File: config.mk
export PLATFORM = sky130hd
export DESIGN_NAME = uart_bus_arbiter
export DESIGN_NICKNAME = d
export VERILOG_FILES = /design/src/rtl/uart_arb_pkg.sv /design/src/rtl/uart_rr_arbiter.sv /design/src/rtl/uart_bus_arbiter.sv
export SDC_FILE = /design/constraint.sdc
export NUM_CORES = 1
export LEC_CHECK = 0
export ABC_CLOCK_PERIOD_IN_PS = 1700
export CAP_MARGIN = 10
export CORE_ASPECT_RATIO = 0.8
export CORE_MARGIN = 2
export CORE_UTILIZATION = 42
export DETAILED_ROUTE_END_ITERATION = 7
export GPL_ROUTABILITY_DRIVEN = 0
export GPL_TIMING_DRIVEN = 0
export PLACE_DENSITY = 0.79
export SKIP_CTS_REPAIR_TIMING = 1
export SKIP_LAST_GASP = 1
export SLEW_MARGIN = 0
export SYNTH_ARGS = -nofsm -noshare
export SYNTH_HDL_FRONTEND = slang
export SYNTH_SLANG_ARGS = --single-unit
File: constraint.sdc
create_clock -name bus2ip_clk -period 1.7 [get_ports bus2ip_clk]
set_clock_uncertainty 0.1 [all_clocks]
set_input_delay 0.34 -clock bus2ip_clk [delete_from_list [all_inputs] [get_ports bus2ip_clk]]
set_output_delay 0.34 -clock bus2ip_clk [all_outputs]
set_load 0.005 [all_outputs]
File: src/rtl/uart_arb_pkg.sv
// uart_arb_pkg
// Shared definitions for the UART register-bus arbiter slice.
//   arb_state_t : FSM state encoding (IDLE, ACCESS, ACK)
//   M0 / M1     : master index constants used for grant and last_grant
package uart_arb_pkg;

   typedef enum logic [1:0] {
      IDLE   = 2'd0,
      ACCESS = 2'd1,
      ACK    = 2'd2
   } arb_state_t;

   localparam logic M0 = 1'b0;
   localparam logic M1 = 1'b1;

endpackage

File: src/rtl/uart_rr_arbiter.sv
// uart_rr_arbiter
// Combinational two-way winner selection. The parent registers the result.
// Ports:
//   req[1:0]    in  request from master 1 (bit 1) and master 0 (bit 0)
//   last_grant  in  master served by the previous access
//   lock_active in  arbiter is locked to lock_owner
//   lock_owner  in  master holding the lock
//   valid       out a winner exists this cycle
//   winner      out index of the winning master
// Parameter FIXED_PRIO: 0 = round-robin, 1 = master 0 wins ties.
module uart_rr_arbiter
   import uart_arb_pkg::*;
#(
   parameter int FIXED_PRIO = 0
) (
   input  logic [1:0] req,
   input  logic       last_grant,
   input  logic       lock_active,
   input  logic       lock_owner,
   output logic       valid,
   output logic       winner
);

   always_comb begin
      valid  = 1'b0;
      winner = M0;
      if (lock_active) begin
         // While locked, only the owner may be granted; the other master stalls.
         valid  = req[lock_owner];
         winner = lock_owner;
      end else begin
         valid = |req;
         case (req)
            2'b01:   winner = M0;
            2'b10:   winner = M1;
            2'b11:   winner = (FIXED_PRIO != 0) ? M0 : ~last_grant;
            default: winner = M0;
         endcase
      end
   end

endmodule

File: src/rtl/uart_bus_arbiter.sv
// uart_bus_arbiter
// Two-master arbiter in front of the UART configuration/status register block.
// Each access is IDLE -> ACCESS (one-cycle rd/wr strobe) -> ACK (one-cycle ack
// with captured read data to the granted master). All outputs are registered.
// Ports:
//   bus2ip_clk, bus2ip_rst_n            clock, asynchronous active-low reset
//   mX_req_i/wr_i/addr_i/wdata_i        master X request, direction, address, data
//   mX_ack_o/rdata_o                    master X completion pulse and read data
//   mX_lock_i                           master X lock (only with UART_ARB_LOCK_EN)
//   bus2ip_addr_o/data_o                downstream address and write data
//   bus2ip_rd_ce_o/wr_ce_o              downstream read/write strobes
//   ip2bus_data_i                       downstream combinational read data
//   arb_busy_o                          high while the FSM is not in IDLE
// Optional feature macro: UART_ARB_LOCK_EN adds master lock inputs so a master
// can perform back-to-back accesses (atomic read-modify-write).
module uart_bus_arbiter
   import uart_arb_pkg::*;
#(
   parameter int ADDR_W     = 16,
   parameter int DATA_W     = 16,
   parameter int FIXED_PRIO = 0
) (
   input  logic              bus2ip_clk,
   input  logic              bus2ip_rst_n,
   input  logic              m0_req_i,
   input  logic              m0_wr_i,
   input  logic [ADDR_W-1:0] m0_addr_i,
   input  logic [DATA_W-1:0] m0_wdata_i,
   output logic              m0_ack_o,
   output logic [DATA_W-1:0] m0_rdata_o,
   input  logic              m1_req_i,
   input  logic              m1_wr_i,
   input  logic [ADDR_W-1:0] m1_addr_i,
   input  logic [DATA_W-1:0] m1_wdata_i,
   output logic              m1_ack_o,
   output logic [DATA_W-1:0] m1_rdata_o,
`ifdef UART_ARB_LOCK_EN
   input  logic              m0_lock_i,
   input  logic              m1_lock_i,
`endif
   output logic [ADDR_W-1:0] bus2ip_addr_o,
   output logic [DATA_W-1:0] bus2ip_data_o,
   output logic              bus2ip_rd_ce_o,
   output logic              bus2ip_wr_ce_o,
   input  logic [DATA_W-1:0] ip2bus_data_i,
   output logic              arb_busy_o
);

   arb_state_t  state;
   logic        grant;
   logic        wr_q;
   logic        last_grant;
   logic        arb_valid;
   logic        arb_winner;
   logic        lock_eff;
   logic        lock_owner_w;

   logic              sel_wr;
   logic [ADDR_W-1:0] sel_addr;
   logic [DATA_W-1:0] sel_wdata;

`ifdef UART_ARB_LOCK_EN
   logic lock_active;
   logic lock_owner;
   logic owner_lock;
   logic granted_lock;

   assign owner_lock   = (lock_owner == M1) ? m1_lock_i : m0_lock_i;
   assign granted_lock = (grant == M1) ? m1_lock_i : m0_lock_i;
   // The lock is released as soon as the owner drops its lock input in IDLE,
   // so the release takes effect in the same arbitration cycle.
   assign lock_eff     = lock_active & owner_lock;
   assign lock_owner_w = lock_owner;
`else
   assign lock_eff     = 1'b0;
   assign lock_owner_w = M0;
`endif

   uart_rr_arbiter #(
      .FIXED_PRIO (FIXED_PRIO)
   ) u_rr_arbiter (
      .req         ({m1_req_i, m0_req_i}),
      .last_grant  (last_grant),
      .lock_active (lock_eff),
      .lock_owner  (lock_owner_w),
      .valid       (arb_valid),
      .winner      (arb_winner)
   );

   assign sel_wr    = (arb_winner == M1) ? m1_wr_i    : m0_wr_i;
   assign sel_addr  = (arb_winner == M1) ? m1_addr_i  : m0_addr_i;
   assign sel_wdata = (arb_winner == M1) ? m1_wdata_i : m0_wdata_i;

   always_ff @(posedge bus2ip_clk or negedge bus2ip_rst_n) begin
      if (!bus2ip_rst_n) begin
         state          <= IDLE;
         grant          <= M0;
         wr_q           <= 1'b0;
         last_grant     <= M1;
         m0_ack_o       <= 1'b0;
         m1_ack_o       <= 1'b0;
         m0_rdata_o     <= '0;
         m1_rdata_o     <= '0;
         bus2ip_addr_o  <= '0;
         bus2ip_data_o  <= '0;
         bus2ip_rd_ce_o <= 1'b0;
         bus2ip_wr_ce_o <= 1'b0;
         arb_busy_o     <= 1'b0;
`ifdef UART_ARB_LOCK_EN
         lock_active    <= 1'b0;
         lock_owner     <= M0;
`endif
      end else begin
         case (state)
            IDLE: begin
`ifdef UART_ARB_LOCK_EN
               if (lock_active && !owner_lock) begin
                  lock_active <= 1'b0;
               end
`endif
               if (arb_valid) begin
                  grant          <= arb_winner;
                  wr_q           <= sel_wr;
                  bus2ip_addr_o  <= sel_addr;
                  // Write data is meaningless on reads; keep the bus at zero.
                  bus2ip_data_o  <= sel_wr ? sel_wdata : '0;
                  bus2ip_rd_ce_o <= ~sel_wr;
                  bus2ip_wr_ce_o <= sel_wr;
                  arb_busy_o     <= 1'b1;
                  state          <= ACCESS;
               end
            end
            ACCESS: begin
               bus2ip_rd_ce_o <= 1'b0;
               bus2ip_wr_ce_o <= 1'b0;
               // Read data is sampled at the end of the strobe cycle.
               if (grant == M0) begin
                  m0_ack_o   <= 1'b1;
                  m0_rdata_o <= wr_q ? '0 : ip2bus_data_i;
               end else begin
                  m1_ack_o   <= 1'b1;
                  m1_rdata_o <= wr_q ? '0 : ip2bus_data_i;
               end
               state <= ACK;
            end
            ACK: begin
               m0_ack_o   <= 1'b0;
               m1_ack_o   <= 1'b0;
               last_grant <= grant;
               arb_busy_o <= 1'b0;
`ifdef UART_ARB_LOCK_EN
               lock_active <= granted_lock;
               lock_owner  <= grant;
`endif
               state      <= IDLE;
            end
            default: begin
               bus2ip_rd_ce_o <= 1'b0;
               bus2ip_wr_ce_o <= 1'b0;
               m0_ack_o       <= 1'b0;
               m1_ack_o       <= 1'b0;
               arb_busy_o     <= 1'b0;
               state          <= IDLE;
            end
         endcase
      end
   end

endmodule

Word level (Yosys, flattened, before mapping)
Cells that the tools add are included.

cells by class
  $lt $le $gt $ge = 0
  equality and inequality tests = 7
  reduce and logical (&&, ||, !) cells = 9
  divide/modulo/power cells = 0
  mux-type cells = 18
  add/subtract/negate cells = 0
  multiply operators = 0
  bitwise operators = 6
  shift operators = 0

operators by type and width
  cell                  count
  $mux W16              4
  $reduce_and A2 Y1     7
  $pmux W1 S2           6
  $eq A2 B2 Y1 const B  3
  $mux W1               6
  $ne A2 B2 Y1 const B  3
  $not A1 Y1            6
  $pmux W2 S2           1
  $eq A2 B1 Y1 const B  1
  $logic_not A2 Y1      1
  $mux W2               1
  $reduce_or A2 Y1      1

storage, ports and cells
  bits in latches = 0
  output and inout bits = 69
  bits in writable memories = 0
  memories kept = 0
  ROM bits = 0
  register bits = 74

Longest topological paths before layout
Gate-level depths: netlist (run 1).

  depth after elaboration = 6
  mapped depth = 6
  gate-level depth less buffers = 4

By module
From an unflattened synthesis (run 1), not the netlist that was laid out.

unflattened totals
  cell total of the unflattened synthesis = 301
  area, all modules = 3176.8 um2

by module, submodules not included
  module            area an instance (um2)  instances  cells each
  uart_bus_arbiter  3128.0                  1          295
  uart_rr_arbiter   48.8                    1          6

Worst setup path after synthesis (run 1)
OpenSTA, ideal clock, no wires.

  kind = register to register
  start point = register state[0]
  end point = register bus2ip_data_o[10]
  clock period less this slack = 1.493 ns
  data required time = 1.475 ns
  path buffers = 2
  cell stages (with the launch flop) = 7
  setup time = 0.125 ns
  arrival = 1.267 ns
  slack = 0.207 ns
  cells stage by stage = dfrtp_1 -> nor2_2 -> o21ai_2 -> buf_6 -> inv_6 -> buf_6 -> mux2_4

between the ends
  longest elaborated chain between the ends = 2

RTL lines
  what                         line                     RTL
  start: declaration           uart_bus_arbiter.sv:49   arb_state_t state;
  start signal: assignment     uart_bus_arbiter.sv:96   state <= IDLE;
  start signal: assignment     uart_bus_arbiter.sv:130  state <= ACCESS;
  start signal: assignment     uart_bus_arbiter.sv:144  state <= ACK;
  $logic_not A2 Y1             uart_bus_arbiter.sv:114  case (state)
  $reduce_and A2 Y1 (no line)  --
  end signal: assignment       uart_bus_arbiter.sv:126  bus2ip_data_o <= sel_wr ? sel_wdata : '0;
  end: declaration             uart_bus_arbiter.sv:42   output logic [DATA_W-1:0] bus2ip_data_o,

No other way between the ends.
A chain may end at the register's enable or synchronous reset.

Worst setup path after layout (run 1)
  start point = register m0_rdata_o[0]
  end point = output port m0_rdata_o[0]

RTL lines
  what                      line                     RTL
  start: declaration        uart_bus_arbiter.sv:30   output logic [DATA_W-1:0] m0_rdata_o,
  start signal: assignment  uart_bus_arbiter.sv:139  m0_rdata_o <= wr_q ? '0 : ip2bus_data_i;

No word-level cell between the ends.

==> reports/summary.md, run 1 <==
- **startpoint of the lowest-slack register-to-register path** state[0]
- **switching portion of total power** 32.7%
- **Reg-to-Reg End** bus2ip_data_o[9]
- **Synth Area in Adders** 0%
- **instance area at placement** 0.00508 sq mm
- **number of register bits inferred by synthesis** 74
- **Final ANT Viol Nets** 0
- **leading cell types by total area after synthesis** sky130_fd_sc_hd__dfrtp_1, sky130_fd_sc_hd__mux2i_1, sky130_fd_sc_hd__o21ai_0
- **part of the power in combinational logic** 47.3%
- **Core ar.** 0.00791 sq mm
- **DRT Wirelength** 9000 microns
- **Max Transition Viols Final** 0
- **wire length of the first global-routing pass** 14,600 microns
- **CTS Sinks** 74
- **Finished Layout Cells** 601
- **maximum root-to-sink buffer count** 2
- **Inst Count DP** 575
- **transition time at the pin with the least slew margin** 0.437 ns
- **most frequent cells in the layout** sky130_fd_sc_hd__clkdlybuf4s50_1, sky130_fd_sc_hd__dfrtp_1, sky130_fd_sc_hd__nand2_1, sky130_fd_sc_hd__o21ai_0, sky130_fd_sc_hd__mux2i_1
- **Die Footprint** 0.00884 sq mm
- **Final TNS setup** 0 ns
- **total power** 8.49 mW
- **CTS tree** built
- **biggest fanout along the worst timing path** 2
- **crit path capture type** primary output
- **H-tree depth reported by CTS** 3
- **count of port buffers added during placement** 152
- **largest net degree at the start of global routing** 72
- **Antenna diodes** 0
- **Final Critical Period** 1.67 ns
- **initial antenna violation count** 0
- **post-DR vias/cell** 4.90
- **final setup vio count** 0
- **number of maximum-capacitance constraint violations** 0
- **total number of yosys warnings** 0
- **Final Core Density** 68.6%
- **startpoint kind of the worst setup timing path** flip-flop
- **endpoints failing hold** 0
- **cell count after synthesis** 314
- **Crit path max-delay family** buffers and inverters
- **total number of vias** 2,943
- **area share of the largest cell type after synthesis** 53.7%
- **I/O pin cnt** 155
- **slowest stage cell, crit path** sky130_fd_sc_hd__clkdlybuf4s50_1
- **reg2reg setup slack** 0.07 ns
- **fraction of layout cells with a size suffix above 1** 13.4%
- **post-synth cell types** 25
- **first-pass iteration count of the detailed router** 4
- **Syn Nets** 400
- **remaining global-route overflow** 0
- **clock power share** 16.8%
- **fill cell total of the finished layout** 632
- **synthesized-area fraction occupied by and/or/nand/nor cells** 11.4%
- **number of placement rows** 29
- **clock insertion delay at the later pin of the skew report** 0.35 ns
- **first-iteration detailed-routing DRC count** 71
- **IR Drop Worst-Case VDD** 0.000647 V
- **starting utilization of the core area** 43.0%
- **status** finished, final reports clean
- **Pwr per Cell Area** 1560 mW/mm^2
- **DRC violations left** 0
- **Hold Slack** 0.232 ns
- **share of the synthesized area in compound gates (AO/OA/AOI/OAI)** 12.0%
- **vertical die dimension** 84.5 microns
- **R2R cell count** 6
- **post-synthesis sequential area ratio** 54.4%
- **final std cell area, no fill** 0.00542 sq mm
- **Die X** 105 microns
- **average footprint of a synthesized cell** 10.8 sq um
- **critical path data required time** 1.26 ns
- **number of clock buffers inserted by TritonCTS** 9
- **Layout area overhead** 59.4%
- **setup ws final** 0.0275 ns
- **Slew HR** 70.9%
- **Place WS** -0.264 ns
- **Crit path largest cell delay** 0.51 ns
- **worst min-delay path class** primary input to async pin
- **leakage power figure** 2.63 nW
- **category of the critical setup timing path** flip-flop to primary output
- **fraction of synthesized area in multiplexers** 16.2%
- **buffers and inverters on the worst path** 1
- **HPWL after detailed placement** 6560 microns
- **most frequent standard cell in the layout excluding fill and tap cells** sky130_fd_sc_hd__clkdlybuf4s50_1
- **cell type with the largest total area after synthesis** sky130_fd_sc_hd__dfrtp_1
- **number of nets in the layout** 574
- **number of global-route vias before repair** 2,951
- **final cycle utilization of the critical path** 98.4%
- **Critical Path AT** 1.23 ns
- **net switching power of the design** 2.77 mW
- **Reg power frac** 35.8%
- **timing-limited maximum frequency** 598 MHz
- **largest family of logic cells by synthesized area** multiplexers
- **Root Buffer** sky130_fd_sc_hd__clkbuf_8
- **area of the mapped netlist** 0.00340 sq mm
- **register clock-pin slew on the reported worst setup and hold paths** 0.08 ns
- **detailed-route wire length per cell** 15.0 microns
- **cell-by-cell trace of the critical path** clkdlybuf4s50_1
- **overall routing resource usage** 20.7%
- **post-synthesis share of cell area spent on xor and xnor gates** 0%
- **internal power summed over all cells** 5.71 mW
[worst max path at each step]
stage,start,to,slack (ns),depth (start not counted)
floorplan,state[0],bus2ip_data_o[10],0.21,6
global placement,bus2ip_rst_n,bus2ip_addr_o[6],-2.37,1
detailed placement,m1_req_i,bus2ip_addr_o[7],-0.26,6
CTS,bus2ip_data_o[14],bus2ip_data_o[14],-0.003,1
global route,m0_rdata_o[7],m0_rdata_o[7],-0.0001,1
finish,m0_rdata_o[0],m0_rdata_o[0],0.03,1
[power by group through the flow]
stage / registers [mW] / logic, mW / clock network, mW
finish: 3.04 / 4.02 / 1.43
global route: 3.14 / 4.39 / 1.52
CTS: 3.05 / 4.00 / 1.46
detailed placement: 3.07 / 3.99 / 0
global placement: 3.04 / 3.89 / 0
floorplan: 3.08 / 1.74 / 0
[state kept, by name, summed over array words and instances, names as in the netlist, 2 cells and up]
signal,flops
state,2
bus2ip_addr_o,16
bus2ip_data_o,16
m0_rdata_o,16
m1_rdata_o,16
[per-layer routing]
metal / share of wire [%] / up-vias / track usage [%]
li1: - / 1408 / -
met1: 45 / 1402 / 26.7
met2: 47 / 124 / 33.8
met3: 7.4 / 9 / 6.52
met4: 1.1 / 0 / 6.18
met5: 0 / - / 0
[cells in the mapped netlist]
library cell / instances
sky130_fd_sc_hd__mux2_2: 9
sky130_fd_sc_hd__mux2i_1: 33
sky130_fd_sc_hd__buf_2: 4
sky130_fd_sc_hd__or3b_1: 1
sky130_fd_sc_hd__o21ai_0: 52
sky130_fd_sc_hd__a211oi_1: 1
sky130_fd_sc_hd__o21ai_2: 4
sky130_fd_sc_hd__dfrtp_1: 73
sky130_fd_sc_hd__mux2_4: 8
sky130_fd_sc_hd__nor2_2: 1
sky130_fd_sc_hd__buf_6: 7
sky130_fd_sc_hd__nand2_1: 64
sky130_fd_sc_hd__a21boi_2: 1
sky130_fd_sc_hd__nand3b_1: 1
sky130_fd_sc_hd__inv_6: 1
sky130_fd_sc_hd__a22o_1: 2
sky130_fd_sc_hd__nor2b_1: 3
sky130_fd_sc_hd__o21ai_1: 14
sky130_fd_sc_hd__and2b_1: 1
sky130_fd_sc_hd__inv_1: 4
sky130_fd_sc_hd__nand2b_1: 16
sky130_fd_sc_hd__dfstp_2: 1
sky130_fd_sc_hd__buf_12: 2
sky130_fd_sc_hd__clkbuf_1: 10
sky130_fd_sc_hd__o21bai_1: 1
[logic make-up (layout without fill, tap and decap cells)]
| logic type | count (synthesis) | count (layout) |
|---|---|---|
| buf+inv | 28 | 207 |
| simple gates | 87 | 87 |
| compound gates | 75 | 75 |
| mux | 50 | 50 |
| flops | 74 | 74 |
[area by class of cell]
| type | instances | area (sq um) | area share (%) |
|---|---|---|---|
| multi-input cells | 212 | 1350 | 24.9 |
| plain buffers | 23 | 176 | 3.25 |
| repair buffers | 163 | 1670 | 30.9 |
| inverters | 5 | 23.8 | 0.438 |
| flip-flops and latches | 74 | 1850 | 34.2 |
| clock inverters | 6 | 72.6 | 1.34 |
| clock buffers | 10 | 138 | 2.54 |
| well taps | 108 | 135 | 2.49 |
Power figures use the tool's default switching activity.
==> inputs of run 2 (changes only) <==
PLACE_DENSITY = 0.93   (was 0.79)
==> run 2 against run 1 <==
  * Utilization is 0.90 points lower
  * Combinational power hardly changed
  * First-iteration DRC count grew 25%
  * Final area decreased by 1.3%
  * Largest cell class unchanged
  * Highest routed layer unchanged
==> reports/summary.md, run 2 (same netlist as run 1, synthesis figures left out) <==
- **status** finished, final reports clean
- **transition time at the pin with the least slew margin** 0.474 ns
- **Final Critical Period** 1.66 ns
- **wire length of the first global-routing pass** 15,700 microns
- **final setup vio count** 0
- **total number of vias** 2,961
- **Root Buffer** sky130_fd_sc_hd__clkbuf_8
- **starting utilization of the core area** 43.0%
- **Finished Layout Cells** 594
- **Slew HR** 68.4%
- **net switching power of the design** 2.76 mW
- **Crit path largest cell delay** 0.51 ns
- **number of maximum-capacitance constraint violations** 0
- **reg2reg setup slack** 0.08 ns
- **Hold Slack** 0.290 ns
- **Reg-to-Reg End** bus2ip_data_o[7]
- **crit path capture type** primary output
- **Reg power frac** 37.1%
- **leakage power figure** 2.62 nW
- **detailed-route wire length per cell** 16.2 microns
- **Final TNS setup** 0 ns
- **most frequent standard cell in the layout excluding fill and tap cells** sky130_fd_sc_hd__clkdlybuf4s50_1
- **post-DR vias/cell** 4.98
- **vertical die dimension** 84.5 microns
- **DRT Wirelength** 9600 microns
- **H-tree depth reported by CTS** 3
- **number of nets in the layout** 569
- **remaining global-route overflow** 0
- **largest net degree at the start of global routing** 60
- **biggest fanout along the worst timing path** 2
- **number of global-route vias before repair** 3,205
- **number of clock buffers inserted by TritonCTS** 9
- **category of the critical setup timing path** flip-flop to primary output
- **final cycle utilization of the critical path** 97.8%
- **Crit path max-delay family** buffers and inverters
- **switching portion of total power** 33.5%
- **fill cell total of the finished layout** 647
- **first-pass iteration count of the detailed router** 6
- **DRC violations left** 0
- **startpoint of the most critical setup path** bus2ip_addr_o[1]
- **first-iteration detailed-routing DRC count** 89
- **Place WS** -0.295 ns
- **startpoint kind of the worst setup timing path** flip-flop
- **endpoint of the most critical setup path** bus2ip_addr_o[1]
- **number of placement rows** 29
- **CTS Sinks** 74
- **Core ar.** 0.00791 sq mm
- **Critical Path AT** 1.22 ns
- **cell-by-cell trace of the critical path** clkdlybuf4s50_1
- **Layout area overhead** 57.3%
- **critical path data required time** 1.26 ns
- **slowest stage cell, crit path** sky130_fd_sc_hd__clkdlybuf4s50_1
- **part of the power in combinational logic** 48.7%
- **count of port buffers added during placement** 152
- **clock power share** 14.2%
- **Die Footprint** 0.00884 sq mm
- **CTS tree** built
- **worst min-delay path class** primary input to async pin
- **setup ws final** 0.0374 ns
- **clock insertion delay at the later pin of the skew report** 0.34 ns
- **timing-limited maximum frequency** 601 MHz
- **Antenna diodes** 0
- **Inst Count DP** 575
- **initial antenna violation count** 0
- **HPWL after detailed placement** 7280 microns
- **buffers and inverters on the worst path** 1
- **fraction of layout cells with a size suffix above 1** 12.6%
- **overall routing resource usage** 22.7%
- **Pwr per Cell Area** 1540 mW/mm^2
- **number of cells on the critical path** 1
- **internal power summed over all cells** 5.48 mW
- **register clock-pin slew on the reported worst setup and hold paths** 0.08 ns
- **R2R cell count** 6
- **maximum root-to-sink buffer count** 2
- **most frequent cells in the layout** sky130_fd_sc_hd__clkdlybuf4s50_1, sky130_fd_sc_hd__dfrtp_1, sky130_fd_sc_hd__nand2_1, sky130_fd_sc_hd__o21ai_0, sky130_fd_sc_hd__mux2i_1
- **startpoint of the lowest-slack register-to-register path** state[0]
- **I/O pin cnt** 155
- **Die X** 105 microns
- **endpoints failing hold** 0
- **IR Drop Worst-Case VDD** 0.000899 V
- **Final ANT Viol Nets** 0
- **Max Transition Viols Final** 0
==> run 2: metrics by stage <==
step           area [sq um]  utilization (%)  power (mW)
2_1_floorplan          3400                -        4.82
3_3_place_gp           5060             64.0        6.93
3_5_place_dp           5080             64.3        7.13
4_1_cts                5240             66.3        8.33
5_1_grt                5350             67.7        8.79
6_report               5350             67.7        8.24
==> run 2: worst min path at each step <==
stage	startpoint	to	slack, ns	cells past startpoint
6_report	bus2ip_rst_n	bus2ip_data_o[2]	0.29	2
5_1_grt	bus2ip_rst_n	bus2ip_data_o[2]	0.30	2
4_1_cts	bus2ip_rst_n	bus2ip_data_o[2]	-0.26	1
3_5_place_dp	bus2ip_rst_n	bus2ip_data_o[2]	0.12	1
3_3_place_gp	m1_rdata_o[10]	m1_rdata_o[10]	0.36	2
2_1_floorplan	bus2ip_rst_n	arb_busy_o	-0.06	0
==> run 2: metal layers <==
layer  vias to the layer above  part of all wire (%)  global-route usage (%)
li1                       1398                     -                       -
met1                      1427                    40                    26.0
met5                         -                     0                       0
met2                       123                    51                    40.8
met3                        13                   7.8                    7.14
met4                         0                   1.5                    7.15
==> run 2: area by class of cell <==
| type | instances | area (sq um) | area share (%) |
|---|---|---|---|
| Sequential cell | 74 | 1860 | 34.7 |
| Buffer | 23 | 181 | 3.39 |
| Tap cell | 108 | 135 | 2.52 |
| Clock buffer | 11 | 141 | 2.64 |
| Timing Repair Buffer | 158 | 1640 | 30.7 |
| Inverter | 5 | 23.8 | 0.444 |
| Multi-Input combinational cell | 212 | 1350 | 25.3 |
| Clock inverter | 3 | 17.5 | 0.327 |
==> run 2: power groups by stage <==
stage	registers [mW]	logic [mW]	clock network (mW)
2_1_floorplan	3.08	1.74	0
3_3_place_gp	3.05	3.88	0
3_5_place_dp	3.10	4.03	0
4_1_cts	3.08	4.05	1.20
5_1_grt	3.16	4.36	1.27
6_report	3.06	4.02	1.17
